`config.mk`:
```
export PLATFORM = sky130hd
export DESIGN_NAME = instr_sequencer
export DESIGN_NICKNAME = d
export VERILOG_FILES = /design/src/rtl/instr_sequencer.sv
export SDC_FILE = /design/constraint.sdc
export NUM_CORES = 1
export LEC_CHECK = 0
export CAP_MARGIN = 10
export CORE_UTILIZATION = 47
export DETAILED_ROUTE_END_ITERATION = 6
export PLACE_DENSITY_LB_ADDON = 0.2
export SLEW_MARGIN = 20
export SYNTH_ARGS = -nofsm -noshare
export SYNTH_HDL_FRONTEND = slang
export SYNTH_SLANG_ARGS = --single-unit
export TNS_END_PERCENT = 20
```
`constraint.sdc`:
```
create_clock -name clk -period 3.55 [get_ports clk]
set_input_delay 0.71 -clock clk [delete_from_list [all_inputs] [get_ports clk]]
set_output_delay 0.71 -clock clk [all_outputs]
set_load 0.03 [all_outputs]
```
`src/rtl/instr_sequencer.sv`:
```
// Step counter and 16-bit instruction register for the 8-bit CPU core.
// The step counter freezes while a memory-using step waits on the bus.
module instr_sequencer #(
  parameter int unsigned DATA_WIDTH   = 8,
  parameter int unsigned STATE_WIDTH  = 3,
  parameter int unsigned OPCODE_WIDTH = 4,
  parameter int unsigned FUNC_WIDTH   = 4,
  parameter int unsigned COUNT_WIDTH  = 16
) (
  input  logic                    clk,
  input  logic                    rst_n,
  input  logic [DATA_WIDTH-1:0]   memRdata,
  input  logic                    memReady,
  input  logic                    memAccess,
  input  logic                    resetState,
  input  logic                    instrRegLowWriteEn,
  input  logic                    instrRegHighWriteEn,
  output logic [STATE_WIDTH-1:0]  state,
  output logic [OPCODE_WIDTH-1:0] opcode,
  output logic [FUNC_WIDTH-1:0]   func,
  output logic [3:0]              rd,
  output logic [3:0]              rs,
  output logic [DATA_WIDTH-1:0]   imm8,
  output logic                    stall,
  output logic                    seqFault,
  output logic [COUNT_WIDTH-1:0]  instrCount
);

  localparam int unsigned InstrWidth = 2 * DATA_WIDTH;
  localparam logic [STATE_WIDTH-1:0] StateMax = {STATE_WIDTH{1'b1}};

  logic [STATE_WIDTH-1:0] stateQ, stateD;
  logic [InstrWidth-1:0]  instrQ, instrD;
  logic [COUNT_WIDTH-1:0] countQ, countD;
  logic                   faultQ, faultD;
  logic                   memStep;
  logic                   advance;

  always_comb begin
    memStep = instrRegLowWriteEn | instrRegHighWriteEn | memAccess;
    stall   = memStep & ~memReady;
    advance = ~stall;

    stateD = stateQ;
    instrD = instrQ;
    countD = countQ;
    faultD = faultQ;

    if (advance) begin
      if (resetState) begin
        stateD = '0;
        countD = countQ + 1'b1;
      end else if (stateQ == StateMax) begin
        // Running off the end of the step space means the decoder never retired.
        stateD = '0;
        faultD = 1'b1;
      end else begin
        stateD = stateQ + 1'b1;
      end
    end

    if (instrRegLowWriteEn && memReady) begin
      instrD[DATA_WIDTH-1:0] = memRdata;
    end
    if (instrRegHighWriteEn && memReady) begin
      instrD[InstrWidth-1:DATA_WIDTH] = memRdata;
    end
  end

  always_ff @(posedge clk or negedge rst_n) begin
    if (!rst_n) begin
      stateQ <= '0;
      instrQ <= '0;
      countQ <= '0;
      faultQ <= 1'b0;
    end else begin
      stateQ <= stateD;
      instrQ <= instrD;
      countQ <= countD;
      faultQ <= faultD;
    end
  end

  assign state      = stateQ;
  assign seqFault   = faultQ;
  assign instrCount = countQ;
  assign opcode     = instrQ[InstrWidth-1 -: OPCODE_WIDTH];
  assign rd         = instrQ[InstrWidth-OPCODE_WIDTH-1 -: 4];
  assign rs         = instrQ[FUNC_WIDTH +: 4];
  assign func       = instrQ[FUNC_WIDTH-1:0];
  assign imm8       = instrQ[DATA_WIDTH-1:0];

endmodule

```
==> run_results.csv, run 1 <==
group,metric,value,unit
status,outcome,"complete, no violations",
drt,vias_per_cell,5.00,
critical_path,worstPathArrival,2410,ps
die,row_count,20,
grt,grt_max_degree,37,
die,core-area,3130,um2
critical_path,timing.critical_path.to_type,"primary output",
sta,fin_hold_ws,482,ps
sta,final.setup_skew,11.1,ps
cells_and_area,final_common_cell,"clkdlybuf4s50_1",
die,design.die.area,3640,um2
synth,ys_ff_latch,36,
cells_and_area,multiInputGateArea,614,um2
sta,max_freq,320,MHz
sta,setup_viol,0,
pwr,p_sw_share,38.0,%
drt,drt-pass1-iter-count,4,
synth,synth_fp_nets,148,
clock_network,tritoncts_clock_tree,"built",
grt,vias_in_the_first_global_route,1092,
drt,drt_first_iter_violations,48,
clock_network,clk_root_buffer_cell,"clkbuf_4",
grt,grt_antenna_before_repair,0,
placed_design,finalWeightedCongestion,0.758,
grt,grt-ovfl-total,0,
placed_design,place_hpwl,2.45,mm
min_path,holdCritPathClass,"register to register",
drt,wl_met3,274,um
sta,worstMarginPinSlew,430,ps
die,die-height,60.3,um
cells_and_area,final_cell_mix,"clkdlybuf4s50_1, dfrtp_1, mux2_2",
sta,grt_setup_unrepaired,"false",
synth,synth_edf_count,0,
drt,detailroute.via_count,1160,
sta,setup_tns,0,ps
sta,timing.slew.headroom,71.2,%
critical_path,cp_data_required_time,2840,ps
critical_path,timing.critical_path.from,"instrRegHighWriteEn",
cells_and_area,layout.filler_cells,240,
drt,final_ant_viol_nets,0,
clock_network,cts_hold_buf,0,
synth,async_flop_share,100,%
cells_and_area,areaGrowthSynthToFinish,39.8,%
cells_and_area,final_layout_size_suffix_gt1_share,13.3,%
cells_and_area,final-seq-area,901,um2
drt,wl_per_cell,13.7,um
drt,detailed_route_wirelength_on_metal2,1.52,mm
synth,seq_area_frac_synth,56.4,%
clock_network,cts_num_sinks,36,
min_path,min-delay-start,"instrCount[15]",
drt,routed.top_layer,"met4",
grt,grt_pass1_wl,5.14,mm
flow_run,maxCapViolations,0,
critical_path,worstPathMaxFanout,8,
die,die_x,60.3,um
critical_path,worstReg2RegStart,"instrCount[0]",
clock_network,cts.htree.levels,2,
pwr,p_int,0.000776,W
critical_path,worst-r2r-cell-count,4,
pwr,ir_worst_vdd,0.299,mV
synth,ys.warnings.count,0,
drt,route.final.wire_length,3.19,mm
sta,final_min_period_over_clock_period,88.0,%
cells_and_area,finish.net_count,206,
clock_network,maximum_root_to_sink_buffer_count,2,
sta,final_hold_viol_count,0,
synth,netlist_area,1600,um2
clock_network,post_cts.resized_instances,0,
pwr,static-leakage-power,0.984,nW
cells_and_area,num_antenna_cells,0,
sta,timing.final.crit_period,3120,ps
clock_network,clock_latency,330,ps
die,effective_utilization_at_floorplan,51.1,%
synth,syn-instance-count,130,
clock_network,tritoncts.num_buffers,5,
clock_network,cts_setup_buffers,0,
clock_network,clkSlewWorstSetupHoldPaths,100,ps
critical_path,worst_setup_path_start_kind,"primary input",
drt,drt-met1-wl,1.36,mm
pwr,power_density,561,nW/um2
grt,grt_usage,20.1,%
pwr,seq_power_share,44.3,%
synth,ys.flop_type,"dfrtp_1",
pwr,p_sw,0.000476,W
critical_path,setup.worst_path.class,"primary input to primary output",
die,ios,60,
pwr,pwr-share-comb,40.0,%
drt,drc_errors,0,
synth,synth_area_per_cell,12.3,um2
synth,ys_types,25,
placed_design,buffer_ports.inserted,59,
sta,timing.final.max_slew_violations,0,
min_path,holdPathStages,1,
pwr,power_frac_clock,15.7,%
state kept, by name, summed over array words and instances, names as in the netlist:
signal	flops
seqFault	1
instrCount	16
state	3
instrQ	16
final timing paths:
check	endpoint	slack, ps
max	stall	430
min	instrCount[15]	480
max reg2reg	instrCount[14]	2110
min reg2reg	instrCount[15]	480
max in group asynchronous	instrQ[7]	2450
min in group asynchronous	instrQ[9]	760
kinds of logic (layout without fill, tap and decap cells):
family / after synthesis / after routing / share of synthesized area [%]
AND/OR/NAND/NOR: 38 / 38 / 12.7
flip-flops: 36 / 36 / 56.4
multiplexers: 17 / 17 / 12.0
XOR/XNOR: 15 / 15 / 8.22
buffers and inverters: 14 / 72 / 5.17
AO/OA/AOI/OAI: 7 / 7 / 3.21
adder cells (fa/ha/maj): 3 / 3 / 2.35
Yosys cell counts, types with 2 or more instances:
master / n / share of area (%)
dfrtp_1: 36 / 56
mux2_2: 16 / 11
nand2_1: 10 / 2.3
xor2_1: 10 / 5.5
buf_4: 8 / 3.8
nor2_1: 8 / 1.9
inv_1: 5 / 1.2
xnor2_1: 5 / 2.7
nand3_1: 4 / 1.3
nor4_1: 4 / 1.6
and4_1: 3 / 1.6
ha_1: 3 / 2.3
nand2b_1: 3 / 1.2
nor3_1: 3 / 0.94
o21ai_0: 2 / 0.63
per-layer routing:
| metal | GRT usage (%) | vias to the layer above |
|---|---|---|
| met2 | 32.5 | 49 |
| met1 | 24.6 | 549 |
| li1 | - | 558 |
| met3 | 8.23 | 4 |
| met5 | 0 | - |
| met4 | 5.98 | 0 |
power groups by stage:
stage | clock (W) | combinational (W) | sequential [W]
finish | 0.000196 | 0.000501 | 0.000555
global route | 0.000221 | 0.000534 | 0.000566
CTS | 0.000203 | 0.000507 | 0.000555
detailed placement | 0 | 0.000506 | 0.000564
global placement | 0 | 0.000495 | 0.000559
floorplan | 0 | 0.000156 | 0.000696
per-stage QoR:
stage	setup slack, ps	utilization [%]	std cells	area (um2)	total power, W
3_5_place_dp	435	69.9	225	2190	0.00107
4_1_cts	430	71.4	232	2230	0.00127
2_1_floorplan	1370	-	130	1600	0.000851
3_3_place_gp	480	69.9	225	2190	0.00105
6_report	425	71.4	232	2230	0.00125
5_1_grt	306	71.4	232	2230	0.00132
cell type report:
cell class                      instances  area share [%]
Clock buffer                            6            1.85
Clock inverter                          1           0.224
Inverter                                5           0.840
Multi-Input combinational cell         80            27.5
Sequential cell                        36            40.3
Tap cell                               44            2.46
Timing Repair Buffer                   60            26.8
worst max-delay path: stages:
cell and delay [ps]:
clkdlybuf4s50_1 540, nor3_4 70, nor2_1 340, clkdlybuf4s50_1 750
(Power assumes the default switching activity.)
==> run 2, diff against run 1 <==
--- a/config.mk
+++ b/config.mk
@@ -6,6 +6,7 @@
 export NUM_CORES = 1
 export LEC_CHECK = 0
 export CAP_MARGIN = 10
+export CORE_MARGIN = 2
 export CORE_UTILIZATION = 47
 export DETAILED_ROUTE_END_ITERATION = 6
 export PLACE_DENSITY_LB_ADDON = 0.2
==> run_results.csv, run 2 (synthesis gave the netlist of run 1 again) <==
group,metric,value,unit
drt,drt-pass1-iter-count,4,
clock_network,clkSlewWorstSetupHoldPaths,100,ps
grt,vias_in_the_first_global_route,1232,
grt,grt_pass1_wl,5.75,mm
drt,wl_met3,226,um
critical_path,critical_path.top_delay_family,"buffers and inverters",
sta,fin_hold_ws,472,ps
critical_path,regToRegEndpoint,"instrCount[14]",
pwr,pwr-share-comb,38.9,%
placed_design,buffer_ports.inserted,59,
sta,worstMarginPinSlew,473,ps
critical_path,timing.critical_path.to_type,"primary output",
drt,detailed_route_wirelength_on_metal2,1.66,mm
clock_network,cts.htree.levels,2,
critical_path,worst_setup_path_start_kind,"primary input",
min_path,holdPathStages,1,
drt,wl_per_cell,14.0,um
critical_path,path_buf_inv,2,
pwr,power_density,570,nW/um2
flow_run,maxCapViolations,0,
sta,finalWorstSetupSlack,407,ps
cells_and_area,final_cell_mix,"clkdlybuf4s50_1, dfrtp_1, mux2_2",
status,outcome,"complete, no violations",
die,ios,60,
clock_network,tritoncts.num_buffers,5,
critical_path,setup.reg_to_reg.worst_slack,2100,ps
drt,routed.top_layer,"met4",
min_path,timing.hold.worst_endpoint,"instrCount[15]",
cells_and_area,final_layout_size_suffix_gt1_share,14.3,%
sta,final_min_period_over_clock_period,88.5,%
min_path,holdCritPathClass,"register to register",
placed_design,finalWeightedCongestion,0.836,
critical_path,worstPathMaxFanout,8,
critical_path,cp_cell_sequence,"clkdlybuf4s50_1 -> nor3_4 -> nor2_1 -> clkdlybuf4s50_1",
drt,detailroute.via_count,1146,
sta,final.setup_skew,11.8,ps
grt,grt_antenna_before_repair,0,
cells_and_area,areaGrowthSynthToFinish,40.9,%
clock_network,cts_setup_buffers,0,
die,die_x,62.3,um
clock_network,cts_num_sinks,36,
clock_network,clock_latency,340,ps
die,core-area,3310,um2
placed_design,placed_cells_incl_taps,227,
grt,grt_max_degree,37,
drt,vias_per_cell,4.88,
placed_design,dpl_worst_slack,396,ps
cells_and_area,finish.net_count,206,
critical_path,worstPathArrival,2430,ps
clock_network,tritoncts_clock_tree,"built",
sta,timing.slew.headroom,68.3,%
clock_network,maximum_root_to_sink_buffer_count,2,
min_path,min-delay-start,"instrCount[15]",
sta,grt_setup_unrepaired,"false",
clock_network,clk_root_buffer_cell,"clkbuf_4",
pwr,power_frac_clock,17.6,%
sta,setup_viol,0,
pwr,p_sw,0.000487,W
die,row_count,21,
sta,timing.final.crit_period,3140,ps
grt,grt_usage,18.9,%
die,design.die.area,3880,um2
grt,grt-ovfl-total,0,
pwr,p_int,0.000797,W
sta,final_hold_viol_count,0,
critical_path,worstReg2RegStart,"instrCount[0]",
clock_network,post_cts.resized_instances,0,
critical_path,setup.worst_path.class,"primary input to primary output",
cells_and_area,num_antenna_cells,0,
drt,drc_errors,0,
critical_path,worst-r2r-cell-count,4,
pwr,p_sw_share,37.9,%
sta,max_freq,318,MHz
pwr,seq_power_share,43.5,%
critical_path,cp_data_required_time,2840,ps
drt,drt-met1-wl,1.33,mm
pwr,ir_worst_vdd,0.380,mV
sta,timing.final.max_slew_violations,0,
cells_and_area,fin_cells,235,
drt,drt_first_iter_violations,33,
critical_path,critical-path-max-stage-delay,760,ps
sta,setup_tns,0,ps
die,effective_utilization_at_floorplan,48.3,%
drt,final_ant_viol_nets,0,
placed_design,place_hpwl,2.45,mm
critical_path,cp_slowest_cell,"clkdlybuf4s50_1",
critical_path,worst_path_most_repeated_cell,"clkdlybuf4s50_1",
pwr,static-leakage-power,0.994,nW
cells_and_area,final_common_cell,"clkdlybuf4s50_1",
clock_network,cts_hold_buf,0,
die,die-height,62.3,um
drt,route.final.wire_length,3.29,mm
-- run 2: cell count changes in the layout (fill, tap and decap cells not counted), sizes merged --
cell    change
clkinv      +1
-- run 2: how the worst max path moves through the flow --
stage	start	end	slack, ps	depth (start not counted)
CTS	instrRegHighWriteEn	stall	390	4
global route	instrRegHighWriteEn	stall	340	4
finish	instrRegHighWriteEn	stall	410	4
detailed placement	instrRegHighWriteEn	stall	400	4
global placement	instrRegHighWriteEn	stall	480	4
floorplan	memReady	stall	1370	2
-- run 2: worst register-to-register path, delay by kind of cell, from the launching register on --
family,cells,cell delay [ps]
DFF,1,440
xor gates and xnor gates,1,180
adders and majority gates,1,210
and+or+nand+nor,2,550
-- run 2: per-layer routing --
layer	up-vias	track usage, %
met4	0	6.67
met2	41	32.9
met1	544	21.6
met5	-	0
li1	553	-
met3	8	6.52
-- run 2: power by group through the flow --
stage | Sequential, W | Clock [W] | Combinational, W
2_1_floorplan | 0.000696 | 0 | 0.000156
3_3_place_gp | 0.000560 | 0 | 0.000495
3_5_place_dp | 0.000564 | 0 | 0.000502
4_1_cts | 0.000557 | 0.000232 | 0.000505
5_1_grt | 0.000574 | 0.000255 | 0.000528
6_report | 0.000559 | 0.000226 | 0.000499
-- run 2: area by class of cell --
class / count / area, um2
Fill cell: 281 / 1060
Clock inverter: 2 / 10.0
Sequential cell: 36 / 901
Multi-Input combinational cell: 80 / 614
Tap cell: 46 / 57.6
Timing Repair Buffer: 60 / 598
Clock buffer: 6 / 51.3
Inverter: 5 / 18.8
-- run 2: through the flow --
stage,utilization [%],total power (W),area (um2)
CTS,68.0,0.00130,2250
global route,68.0,0.00136,2250
global placement,66.1,0.00105,2190
detailed placement,66.1,0.00107,2190
finish,68.0,0.00128,2250
floorplan,-,0.000851,1600
